### config.mk
export PLATFORM = sky130hd
export DESIGN_NAME = kyber_rej_sampler
export DESIGN_NICKNAME = d
export VERILOG_FILES = /design/src/rtl/kyber_pkg.sv /design/src/rtl/kyber_byte_fifo.sv /design/src/rtl/kyber_rej_sampler.sv
export SDC_FILE = /design/constraint.sdc
export NUM_CORES = 1
export LEC_CHECK = 0
export ABC_AREA = 1
export BUFFER_PORTS_ARGS = -buffer_cell sky130_fd_sc_hd__buf_2
export CORE_ASPECT_RATIO = 0.5
export CORE_MARGIN = 2
export CORE_UTILIZATION = 30
export DETAILED_ROUTE_END_ITERATION = 16
export PLACE_DENSITY = 0.44
export SYNTH_ARGS = -nofsm -noshare
export SYNTH_HDL_FRONTEND = slang
export SYNTH_HIERARCHICAL = 1
export SYNTH_SLANG_ARGS = --single-unit
### constraint.sdc
create_clock -name i_clk -period 7.55 [get_ports i_clk]
set_input_delay 1.1325 -clock i_clk [delete_from_list [all_inputs] [get_ports i_clk]]
set_output_delay 1.1325 -clock i_clk [all_outputs]
set_load 0.03 [all_outputs]
### src/rtl/kyber_pkg.sv
`default_nettype none
// ============================================================================
// Module      : kyber_pkg
// Description : Shared constants, types and helpers for the Kyber uniform
//               rejection sampler (Parse / SampleNTT).
//               - KYBER_Q / KYBER_N : modulus and polynomial length
//               - BW_*              : XOF word, coefficient, address widths
//               - BUF_BYTES         : depth of the byte shift buffer
//               - S_*               : sampler FSM state encoding
//               - cand_d1/cand_d2   : 12-bit candidates from a 3-byte group
// Revision    : 1.0 - initial release
// ============================================================================
package kyber_pkg;

    localparam int KYBER_Q   = 3329;
    localparam int KYBER_N   = 256;
    localparam int BW_DATA   = 32;
    localparam int BW_COEF   = 12;
    localparam int BW_ADDR   = 8;
    localparam int N_COEF    = KYBER_N;
    localparam int BUF_BYTES = 8;

    localparam logic [1:0] S_IDLE = 2'd0;
    localparam logic [1:0] S_RUN  = 2'd1;
    localparam logic [1:0] S_DONE = 2'd2;

    typedef logic [BW_COEF-1:0] coef_t;

    // d1 = b0 + 256*(b1 & 0xF)
    function automatic coef_t cand_d1(input logic [7:0] b0, input logic [7:0] b1);
        return {b1[3:0], b0};
    endfunction

    // d2 = (b1 >> 4) + 16*b2
    function automatic coef_t cand_d2(input logic [7:0] b1, input logic [7:0] b2);
        return {b2, b1[7:4]};
    endfunction

endpackage
`default_nettype wire

### src/rtl/kyber_byte_fifo.sv
`default_nettype none
// ============================================================================
// Module      : kyber_byte_fifo
// Description : Byte shift buffer feeding the rejection sampler. Accepts a
//               4-byte little-endian word per push and drops 3 head bytes per
//               pop; push and pop may occur in the same cycle, in which case
//               the new bytes land right behind the bytes that survive the pop.
// Ports       : i_clk, i_rst  - clock, synchronous active-high reset
//               i_clr         - discard all buffered bytes
//               i_push/i_word - append i_word[7:0] first, i_word[31:24] last
//               i_pop         - remove the 3 head bytes (count must be >= 3)
//               o_count       - number of valid bytes (0..DEPTH)
//               o_b0..o_b2    - the three head bytes, o_b0 oldest
// Revision    : 1.0 - initial release
// ============================================================================
module kyber_byte_fifo #(
    parameter int DEPTH = 8
) (
    input  logic        i_clk,
    input  logic        i_rst,
    input  logic        i_clr,
    input  logic        i_push,
    input  logic [31:0] i_word,
    input  logic        i_pop,
    output logic [3:0]  o_count,
    output logic [7:0]  o_b0,
    output logic [7:0]  o_b1,
    output logic [7:0]  o_b2
);

    logic [7:0] r_buf   [DEPTH];
    logic [7:0] w_shift [DEPTH];
    logic [7:0] w_nxt   [DEPTH];
    logic [3:0] w_off   [DEPTH];
    logic [3:0] r_count;
    logic [3:0] w_base;
    logic [3:0] w_cnt_nxt;

    // w_base is where the first pushed byte goes: the fill level after any pop.
    // A slot belongs to the incoming word when its distance from w_base is
    // 0..3; the unsigned wrap makes slots in front of w_base fail that test.
    always_comb begin
        w_base    = i_pop ? (r_count - 4'd3) : r_count;
        w_cnt_nxt = w_base + (i_push ? 4'd4 : 4'd0);
        for (int i = 0; i < DEPTH; i++) begin
            if (i_pop) begin
                w_shift[i] = (i < DEPTH - 3) ? r_buf[(i + 3) % DEPTH] : 8'h00;
            end else begin
                w_shift[i] = r_buf[i];
            end
            w_off[i] = 4'(i) - w_base;
            if (i_push && (w_off[i] < 4'd4)) begin
                w_nxt[i] = i_word[{w_off[i][1:0], 3'b000} +: 8];
            end else begin
                w_nxt[i] = w_shift[i];
            end
        end
    end

    always_ff @(posedge i_clk) begin
        if (i_rst) begin
            r_count <= 4'd0;
            for (int i = 0; i < DEPTH; i++) begin
                r_buf[i] <= 8'h00;
            end
        end else begin
            r_count <= i_clr ? 4'd0 : w_cnt_nxt;
            for (int i = 0; i < DEPTH; i++) begin
                r_buf[i] <= w_nxt[i];
            end
        end
    end

    assign o_count = r_count;
    assign o_b0    = r_buf[0];
    assign o_b1    = r_buf[1];
    assign o_b2    = r_buf[2];

endmodule
`default_nettype wire

### src/rtl/kyber_rej_sampler.sv
`default_nettype none
// ============================================================================
// Module      : kyber_rej_sampler
// Description : Kyber uniform rejection sampler. Consumes 32-bit SHAKE128
//               squeeze words and emits 256 coefficients in [0, KYBER_Q-1],
//               one write per accepted 12-bit candidate.
// Ports       : i_clk, i_rst   - clock, synchronous active-high reset
//               i_start        - pulse in IDLE to sample one polynomial
//               i_data/i_valid - XOF word, byte0 = i_data[7:0]
//               o_req          - ready; word moves when i_valid && o_req
//               o_coef/o_addr  - accepted coefficient and its index
//               o_we           - write strobe for o_coef/o_addr
//               o_busy         - run in progress (through the done pulse)
//               o_done         - one-cycle pulse after the 256th write
// Revision    : 1.0 - initial release
// ============================================================================
module kyber_rej_sampler
    import kyber_pkg::*;
(
    input  logic               i_clk,
    input  logic               i_rst,
    input  logic               i_start,
    input  logic [BW_DATA-1:0] i_data,
    input  logic               i_valid,
    output logic               o_req,
    output logic [BW_COEF-1:0] o_coef,
    output logic [BW_ADDR-1:0] o_addr,
    output logic               o_we,
    output logic               o_busy,
    output logic               o_done
);

    logic [1:0]         r_state;
    logic               r_phase;    // 0: evaluate d1, 1: evaluate d2 and pop
    logic [BW_ADDR-1:0] r_ctr;
    logic               r_we;
    logic [BW_COEF-1:0] r_coef;
    logic [BW_ADDR-1:0] r_addr;
    logic               r_done;

    logic [3:0]         w_count;
    logic [7:0]         w_b0;
    logic [7:0]         w_b1;
    logic [7:0]         w_b2;
    logic               w_run;
    logic               w_eval;
    coef_t              w_cand;
    logic               w_acc;
    logic               w_last;
    logic               w_push;
    logic               w_pop;
    logic               w_clr;

    assign w_run  = (r_state == S_RUN);
    // Phase B never lacks bytes because phase A already saw three.
    assign w_eval = w_run && (w_count >= 4'd3);
    assign w_cand = r_phase ? cand_d2(w_b1, w_b2) : cand_d1(w_b0, w_b1);
    assign w_acc  = w_eval && (w_cand < coef_t'(KYBER_Q));
    assign w_last = w_acc && (r_ctr == BW_ADDR'(N_COEF - 1));

    // Ready is withheld in the final evaluation cycle so no word is taken
    // that would only be thrown away.
    assign o_req  = w_run && (w_count <= 4'(BUF_BYTES - 4)) && !w_last;
    assign w_push = i_valid && o_req;
    assign w_pop  = w_eval && r_phase && !w_last;
    // Flush on entry to RUN and on termination so leftovers never leak over.
    assign w_clr  = ((r_state == S_IDLE) && i_start) || w_last;

    kyber_byte_fifo #(
        .DEPTH (BUF_BYTES)
    ) u_fifo (
        .i_clk   (i_clk),
        .i_rst   (i_rst),
        .i_clr   (w_clr),
        .i_push  (w_push),
        .i_word  (i_data),
        .i_pop   (w_pop),
        .o_count (w_count),
        .o_b0    (w_b0),
        .o_b1    (w_b1),
        .o_b2    (w_b2)
    );

    always_ff @(posedge i_clk) begin
        if (i_rst) begin
            r_state <= S_IDLE;
            r_phase <= 1'b0;
            r_ctr   <= '0;
            r_we    <= 1'b0;
            r_coef  <= '0;
            r_addr  <= '0;
            r_done  <= 1'b0;
        end else begin
            r_we   <= w_acc;
            r_done <= (r_state == S_DONE);
            if (w_acc) begin
                r_coef <= w_cand;
                r_addr <= r_ctr;
            end
            case (r_state)
                S_IDLE: begin
                    if (i_start) begin
                        r_state <= S_RUN;
                        r_phase <= 1'b0;
                        r_ctr   <= '0;
                    end
                end
                S_RUN: begin
                    if (w_eval) begin
                        r_phase <= ~r_phase;
                    end
                    if (w_acc) begin
                        r_ctr <= r_ctr + 1'b1;
                    end
                    if (w_last) begin
                        r_state <= S_DONE;
                    end
                end
                S_DONE: begin
                    r_state <= S_IDLE;
                end
                default: begin
                    r_state <= S_IDLE;
                end
            endcase
        end
    end

    // DONE overlaps the last write, so the done pulse is registered one
    // cycle later; busy covers that pulse and drops with it.
    assign o_we   = r_we;
    assign o_coef = r_coef;
    assign o_addr = r_addr;
    assign o_done = r_done;
    assign o_busy = (r_state != S_IDLE) || r_done;

endmodule
`default_nettype wire

==> results of run 1 <==
## synthesized netlist by cell type (13+ instances only)
cell type,n
nor2_1,62
nor2_2,14
inv_1,60
clkbuf_1,21
o21ai_0,50
nand3_1,86
buf_4,30
dfxtp_1,101
mux2i_1,19
a21oi_1,71
nand4_1,13
nand2_1,325
## layer usage
layer  wire length, um  part of all wire [%]  vias up
li1                  -                     -     2954
met1             10100                    55     2555
met2              7320                    40      106
met3               880                   4.8       10
met4               138                  0.75        0
met5                 0                     0        -
## worst max-delay path: cells and delay by family, from the launching register on
family | cells | cell delay [ns]
adders and majority gates | 1 | 0.54
AOI/OAI and AO/OA | 1 | 0.08
buffers and inverters | 5 | 2.11
and+or+nand+nor | 12 | 1.79
DFF | 1 | 0.64
## layout make-up
class / count / area [um2] / area share (%)
multi-input combinational: 686 / 3230 / 50.0
sequential: 101 / 2020 / 31.3
tap: 266 / 333 / 5.15
timing repair buffer: 62 / 318 / 4.91
inverter: 66 / 250 / 3.87
clock buffer: 10 / 239 / 3.70
clock inverter: 6 / 71.3 / 1.10
## registers in the layout (all words and copies together), names as in the netlist
signal,count
u_fifo/r_buf,64
o_addr,8
u_fifo/o_count,4
o_done,1
r_state,2
o_we,1
r_ctr,8
o_coef,12
r_phase,1
## worst paths after layout
check	start	to	slack [ns]	cells after the start
setup / recovery	r_phase$_SDFFE_PP0P_	u_fifo/r_buf[0][7]$_SDFFE_PP0P_	2.25	19
hold / removal	r_state[0]$_SDFFE_PP0P_	o_done$_SDFF_PP0_	0.45	1
setup reg to reg	r_phase$_SDFFE_PP0P_	u_fifo/r_buf[0][7]$_SDFFE_PP0P_	2.25	19
hold reg to reg	r_state[0]$_SDFFE_PP0P_	o_done$_SDFF_PP0_	0.45	1
## power by group through the flow
| stage | sequential, mW | clock (mW) | combinational, mW |
|---|---|---|---|
| 2_1_floorplan | 0.574 | 0 | 0.119 |
| 3_3_place_gp | 0.574 | 0 | 0.156 |
| 3_5_place_dp | 0.574 | 0 | 0.157 |
| 4_1_cts | 0.561 | 0.510 | 0.157 |
| 5_1_grt | 0.564 | 0.531 | 0.178 |
| 6_report | 0.561 | 0.497 | 0.157 |
## through the flow
stage | worst slack, ns | hold slack, ns | total power, mW | util (%) | std cells
6_report | 2.25 | 0.449 | 1.22 | 33.2 | 1197
3_5_place_dp | 2.33 | 0.443 | 0.731 | 31.6 | 1181
2_1_floorplan | 4.34 | 0.421 | 0.694 | - | 922
5_1_grt | 1.72 | 0.480 | 1.27 | 33.2 | 1197
4_1_cts | 2.30 | 0.453 | 1.23 | 33.2 | 1197
3_3_place_gp | 2.51 | 0.442 | 0.730 | 31.6 | 1181
## kinds of logic (layout without fill, tap and decap cells)
family          Yosys count  count (layout)
compound gates          137             137
xor+xnor                  5               5
fa+ha+maj                 4               4
buf+inv                 135             144
flops                   101             101
mux                      19              19
simple gates            521             521
==> results.tsv, run 1 <==
stage	metric	value	unit
global_route	grt_pass1_wl	29.0	mm
floorplanning	die_h	104	um
finish	most-common-layout-cells	nand2_1 (325), dfxtp_1 (101), nand3_1 (86), a21oi_1 (71), nor2_1 (62)	
timing	tightest_slew	0.776	ns
power_and_ir_drop	switching_share	28.7	%
finish	drive_above_1_share	12.8	%
placement	place_congestion	0.944	
power_and_ir_drop	power_frac_comb	12.9	%
worst_setup_path	critPathCaptureType	flop	
cts	cts.sinks	101	
global_route	grt-ovfl-total	0	
power_and_ir_drop	pwr-share-seq	46.2	%
yosys	syn_avg_cell_area	6.45	um2
flow_run	max_cap_violations	0	
outcome	status	complete, no violations	
yosys	ys_top_cells_by_area	dfxtp_1 (34%), nand2_1 (21%), nand3_1 (7.2%)	
power_and_ir_drop	p_leak	2.73	nW
timing	fin_crit_sh	70.2	%
floorplanning	dieWidth	203	um
worst_setup_path	critPathKind	reg2reg	
cts	htree_levels	3	
worst_setup_path	path_common_cell	nand2_1	
yosys	netlist_area	0.00595	mm2
cts	postCtsSetupBuffers	0	
global_route	grt_busiest_layer	met1	
finish	antennaDiodeCount	0	
global_route	grt_max_degree	62	
timing	slew_violations	0	
floorplanning	coreArea	0.0195	mm2
floorplanning	fp-row-count	36	
global_route	grtUsageTotal	17.8	%
yosys	synth_simple_gate_area_share	37.0	%
yosys	yosysSeqAreaShare	34.0	%
yosys	synth_cells	922	
worst_setup_path	critPathMaxFanout	36	
worst_setup_path	cp-start-kind	flop	
cts	cts_max_path_buffers	2	
detailed_routing	drtPass1Iterations	6	
yosys	synthAdderAreaFrac	0.842	%
worst_setup_path	slowest_delay	0.79	ns
worst_setup_path	cp.arrival	5.51	ns
placement	place_area	0.00616	mm2
yosys	synth-async-reset-ratio	0	%
cts	cts.repair.resized	0	
global_route	use_met2	25.3	%
detailed_routing	drtIter0Drc	316	
detailed_routing	num_vias	5625	
worst_setup_path	crit_chain	inv_2, nand2_1, nand2_1, nand3_1, nand2_1, inv_2, nand3_1, nand3_1, clkinv_1, inv_2, nand2_1, nand2_1, ha_1, inv_1, nand2_1, nand2_1, nand3_1, nand2_1, a21oi_1	
finish	final_common_cell	nand2_1	
yosys	synth_top_family_by_area	simple AND/OR/NAND/NOR gates	
global_route	use_met1	27.1	%
power_and_ir_drop	clkPwrFrac	40.9	%
floorplanning	io_pins	60	
timing	clock.fmax	189	MHz
global_route	grt_antenna_before_repair	0	
worst_setup_path	cp.required	7.76	ns
yosys	ys_types	33	
yosys	ys_ff_latch	101	
power_and_ir_drop	p_int	0.866	mW
detailed_routing	vias_per_cell	4.70	
yosys	synth_mux_area_share	3.20	%
cts	cts.clk_slew.worst_paths	0.07	ns
power_and_ir_drop	peakVddDrop	0.0791	mV
power_and_ir_drop	power_density	188	mW/mm2
timing	rsz0062_at_grt	false	
detailed_routing	wl_per_cell	15.4	um
timing	period_minus_slack	5.30	ns
floorplanning	dieArea	0.0210	mm2
timing	relSlewSlack	47.9	%
yosys	synth_xor_area_share	0.736	%
finish	final_nets	966	
yosys	synth_top_area_share	34.0	%
cts	root_buffer	clkbuf_16	
cts	clk-insertion-delay-late	0.36	ns
hold_path	hold_path.class	reg2reg	
timing	final-setup-viol-count	0	
worst_setup_path	cp_slowest_cell	inv_2	
yosys	synth_area_leader_cell	dfxtp_1	
timing	hold_viol	0	
finish	syn2layout_area_growth	8.73	%
detailed_routing	drcViolationCount	0	
yosys	synth_ff_type	dfxtp_1	
placement	hpwl	14.0	mm
placement	io_buffers	59	
power_and_ir_drop	p_switching	0.349	mW
floorplanning	initial_core_util	30.6	%
cts	cts_buffers	9	
timing	skew	0.00620	ns
finish	post-route-cell-area	0.00647	mm2
global_route	grt_pass1_vias	5057	
yosys	yosysWarnings	6	
detailed_routing	drt-total-wl	18.4	mm
timing	fin_tns_setup	0	ns
global_route	met3_usage	4.25	%
yosys	synthesis.nets	962	
yosys	synth_compound_area_share	12.6	%
yosys	synth-edff-count	0	
cts	hold_buffers	0	
finish	fill_cells	2203	
cts	cts_tree	yes	
detailed_routing	ant_nets	0	
No activity file was read; power rests on OpenSTA's default activity.
==> inputs of run 2 (changes only) <==
--- a/config.mk
+++ b/config.mk
@@ -11,7 +11,7 @@
 export CORE_MARGIN = 2
 export CORE_UTILIZATION = 30
 export DETAILED_ROUTE_END_ITERATION = 16
-export PLACE_DENSITY = 0.44
+export PLACE_DENSITY = 0.46
 export SYNTH_ARGS = -nofsm -noshare
 export SYNTH_HDL_FRONTEND = slang
 export SYNTH_HIERARCHICAL = 1
==> constraint.sdc (replaced) <==
create_clock -name i_clk -period 4.5 [get_ports i_clk]
set_input_delay 0.675 -clock i_clk [delete_from_list [all_inputs] [get_ports i_clk]]
set_output_delay 0.675 -clock i_clk [all_outputs]
set_load 0.03 [all_outputs]
==> results.tsv, run 2 (synthesized netlist as in run 1, its figures left out) <==
stage	metric	value	unit	change
cts	cts_buffers	9		unchanged
global_route	grt-ovfl-total	0		unchanged
detailed_routing	wl_per_cell	14.9	um	-3.5%
timing	period_minus_slack	3.54	ns	-1.76 ns
worst_setup_path	cp-start-kind	flop		
worst_setup_path	crit_buf_inv	6		+1
power_and_ir_drop	p_leak	2.74	nW	+0.64%
worst_setup_path	slowest_delay	0.63	ns	-0.16 ns
global_route	grt_pass1_wl	28.9	mm	about the same
timing	final-setup-viol-count	0		unchanged
timing	tightest_slew	0.776	ns	-0.000757 ns
placement	hpwl	13.5	mm	-3.6%
cts	cts_tree	yes		
detailed_routing	drtIter0Drc	360		+14%
cts	cts.repair.resized	0		unchanged
power_and_ir_drop	power	1.97	mW	+62%
finish	drive_above_1_share	13.2	%	+0.47 points
worst_setup_path	cp.required	4.78	ns	-2.98 ns
worst_setup_path	cp.arrival	3.82	ns	-1.69 ns
timing	relSlewSlack	48.3	%	+0.37 points
timing	rsz0062_at_grt	false		
timing	fin_crit_sh	78.6	%	+8.4 points
cts	cts.clk_slew.worst_paths	0.08	ns	about the same
worst_setup_path	critPathKind	reg2reg		
global_route	grt_max_degree	49		-21%
detailed_routing	num_vias	5690		+1.2%
worst_setup_path	path_common_cell	nand2_1		
timing	clock.fmax	283	MHz	+50%
cts	cts_max_path_buffers	2		unchanged
placement	numPlacedInstances	1186		+0.42%
worst_setup_path	cp_slowest_cell	dfxtp_1		
timing	fin_tns_setup	0	ns	unchanged
detailed_routing	ant_nets	0		unchanged
worst_setup_path	startpoint	r_phase$_SDFFE_PP0P_		
worst_setup_path	cpLargestDelayFamily	simple AND/OR/NAND/NOR gates		
cts	postCtsSetupBuffers	0		unchanged
placement	place_congestion	0.920		-2.6%
timing	skew	0.0107	ns	+0.00448 ns
flow_run	max_cap_violations	0		unchanged
placement	io_buffers	59		unchanged
worst_setup_path	reg2reg_slack	0.96	ns	-1.29 ns
detailed_routing	drt-total-wl	17.9	mm	-3.1%
finish	syn2layout_area_growth	8.88	%	
worst_setup_path	critPathMaxFanout	48		+33%
power_and_ir_drop	power_density	304	mW/mm2	+62%
cts	htree_levels	3		unchanged
finish	largest_register_ffs	64		unchanged
floorplanning	dieArea	0.0210	mm2	unchanged
finish	antennaDiodeCount	0		unchanged
detailed_routing	drtPass1Iterations	4		-2
floorplanning	io_pins	60		unchanged
finish	stdcell_count	1202		+0.42%
floorplanning	dieWidth	203	um	unchanged
floorplanning	coreArea	0.0195	mm2	unchanged
hold_path	hold_path_end	o_done$_SDFF_PP0_		
detailed_routing	vias_per_cell	4.73		+0.73%
timing	slew_violations	0		unchanged
worst_setup_path	critPathCaptureType	flop		
cts	hold_buffers	0		unchanged
global_route	grt_pass1_vias	5276		+4.3%
finish	fill_cells	2204		+0.045%
worst_setup_path	ff2ff_path_depth	20		+1
floorplanning	initial_core_util	30.6	%	unchanged
cts	cts.sinks	101		unchanged
worst_setup_path	r2r-start	r_phase$_SDFFE_PP0P_		
worst_setup_path	reg2reg_to	u_fifo/r_buf[1][16]$_SDFFE_PP0P_		
cts	clk-insertion-delay-late	0.35	ns	about the same
global_route	grtUsageTotal	17.4	%	-0.44 points
finish	final_nets	971		+0.52%
hold_path	hold_path.class	reg2reg		
floorplanning	fp-row-count	36		unchanged
timing	hold_viol	0		unchanged
detailed_routing	drcViolationCount	0		unchanged
finish	max_flop_register	u_fifo/r_buf		
timing	fin_ws	0.963	ns	-1.29 ns
floorplanning	die_h	104	um	unchanged
finish	most-common-layout-cells	nand2_1 (325), dfxtp_1 (101), nand3_1 (86), a21oi_1 (71), nor2_1 (62)		
cts	root_buffer	clkbuf_16		
worst_setup_path	crit_chain	inv_2, nand2_1, nand2_1, nand3_1, nand2_1, inv_2, nand3_1, nand3_1, clkinv_1, buf_4, inv_2, nand2_1, nand2_1, buf_4, nand2_1, o21ai_0, nand2_1, nand2_2, nand3_1, a21oi_1		
finish	final_common_cell	nand2_1		
outcome	status	complete, no violations		
hold_path	hp-start	r_state[1]$_SDFFE_PP0P_		
placement	dp_slack	0.986	ns	-1.34 ns
power_and_ir_drop	peakVddDrop	0.168	mV	+110%
global_route	grt_antenna_before_repair	0		unchanged
hold_path	whs_path_depth	2		+1
finish	post-route-util	33.3	%	+0.045 points
==> run 2: cell count changes in the layout (fill, tap and decap cells not counted), sizes merged <==
cell / previous run / this run
clkbuf: 10 / 9
clkinv: 4 / 5
clkinvlp: 1 / 0
inv: 66 / 68
bufinv: 1 / 0
buf: 62 / 67
==> run 2: layer usage <==
layer	vias to the layer above	wire length [um]	part of all wire, %	track usage (%)
li1	2980	-	-	-
met1	2574	9700	54	26.7
met2	125	7170	40	25.3
met3	11	828	4.6	3.05
met4	0	157	0.88	3.13
met5	-	0	0	0
==> run 2: worst register-to-register path: cells and delay by family (launching register included) <==
kind | cells | cell delay (ns)
flops | 1 | 0.63
buf+inv | 6 | 1.01
simple gates | 12 | 1.51
compound gates | 2 | 0.31
==> run 2: how the worst max path moves through the flow <==
stage | slack, ns | end | cells past startpoint
after detailed placement | 0.99 | u_fifo/r_buf[0][23]$_SDFFE_PP0P_ | 20
after global routing | 0.46 | u_fifo/r_buf[1][19]$_SDFFE_PP0P_ | 20
final | 0.96 | u_fifo/r_buf[1][16]$_SDFFE_PP0P_ | 20
after global placement | 1.04 | u_fifo/r_buf[1][13]$_SDFFE_PP0P_ | 20
after floorplan | 1.29 | u_fifo/r_buf[0][20]$_SDFFE_PP0P_ | 22
after CTS | 0.97 | u_fifo/r_buf[0][21]$_SDFFE_PP0P_ | 21
==> run 2: through the flow <==
stage / hold slack, ns / cell area (um2)
finish: 0.459 / 6470
global route: 0.491 / 6470
CTS: 0.460 / 6470
detailed placement: 0.450 / 6190
global placement: 0.439 / 6190
floorplan: 0.421 / 5950
==> run 2: power by group <==
part           switching (mW)  leakage, nW  internal, mW
Combinational           0.180         1.78        0.0799
Sequential             0.0203        0.819         0.922
Clock                   0.382        0.142         0.384
==> run 2: area by class of cell <==
cell class | count | area (um2) | area share [%]
clock buffer | 9 | 225 | 3.48
clock inverter | 7 | 56.3 | 0.870
inverter | 66 | 250 | 3.86
multi-input combinational | 686 | 3230 | 49.9
sequential | 101 | 2020 | 31.2
tap | 266 | 333 | 5.14
timing repair buffer | 67 | 355 | 5.49
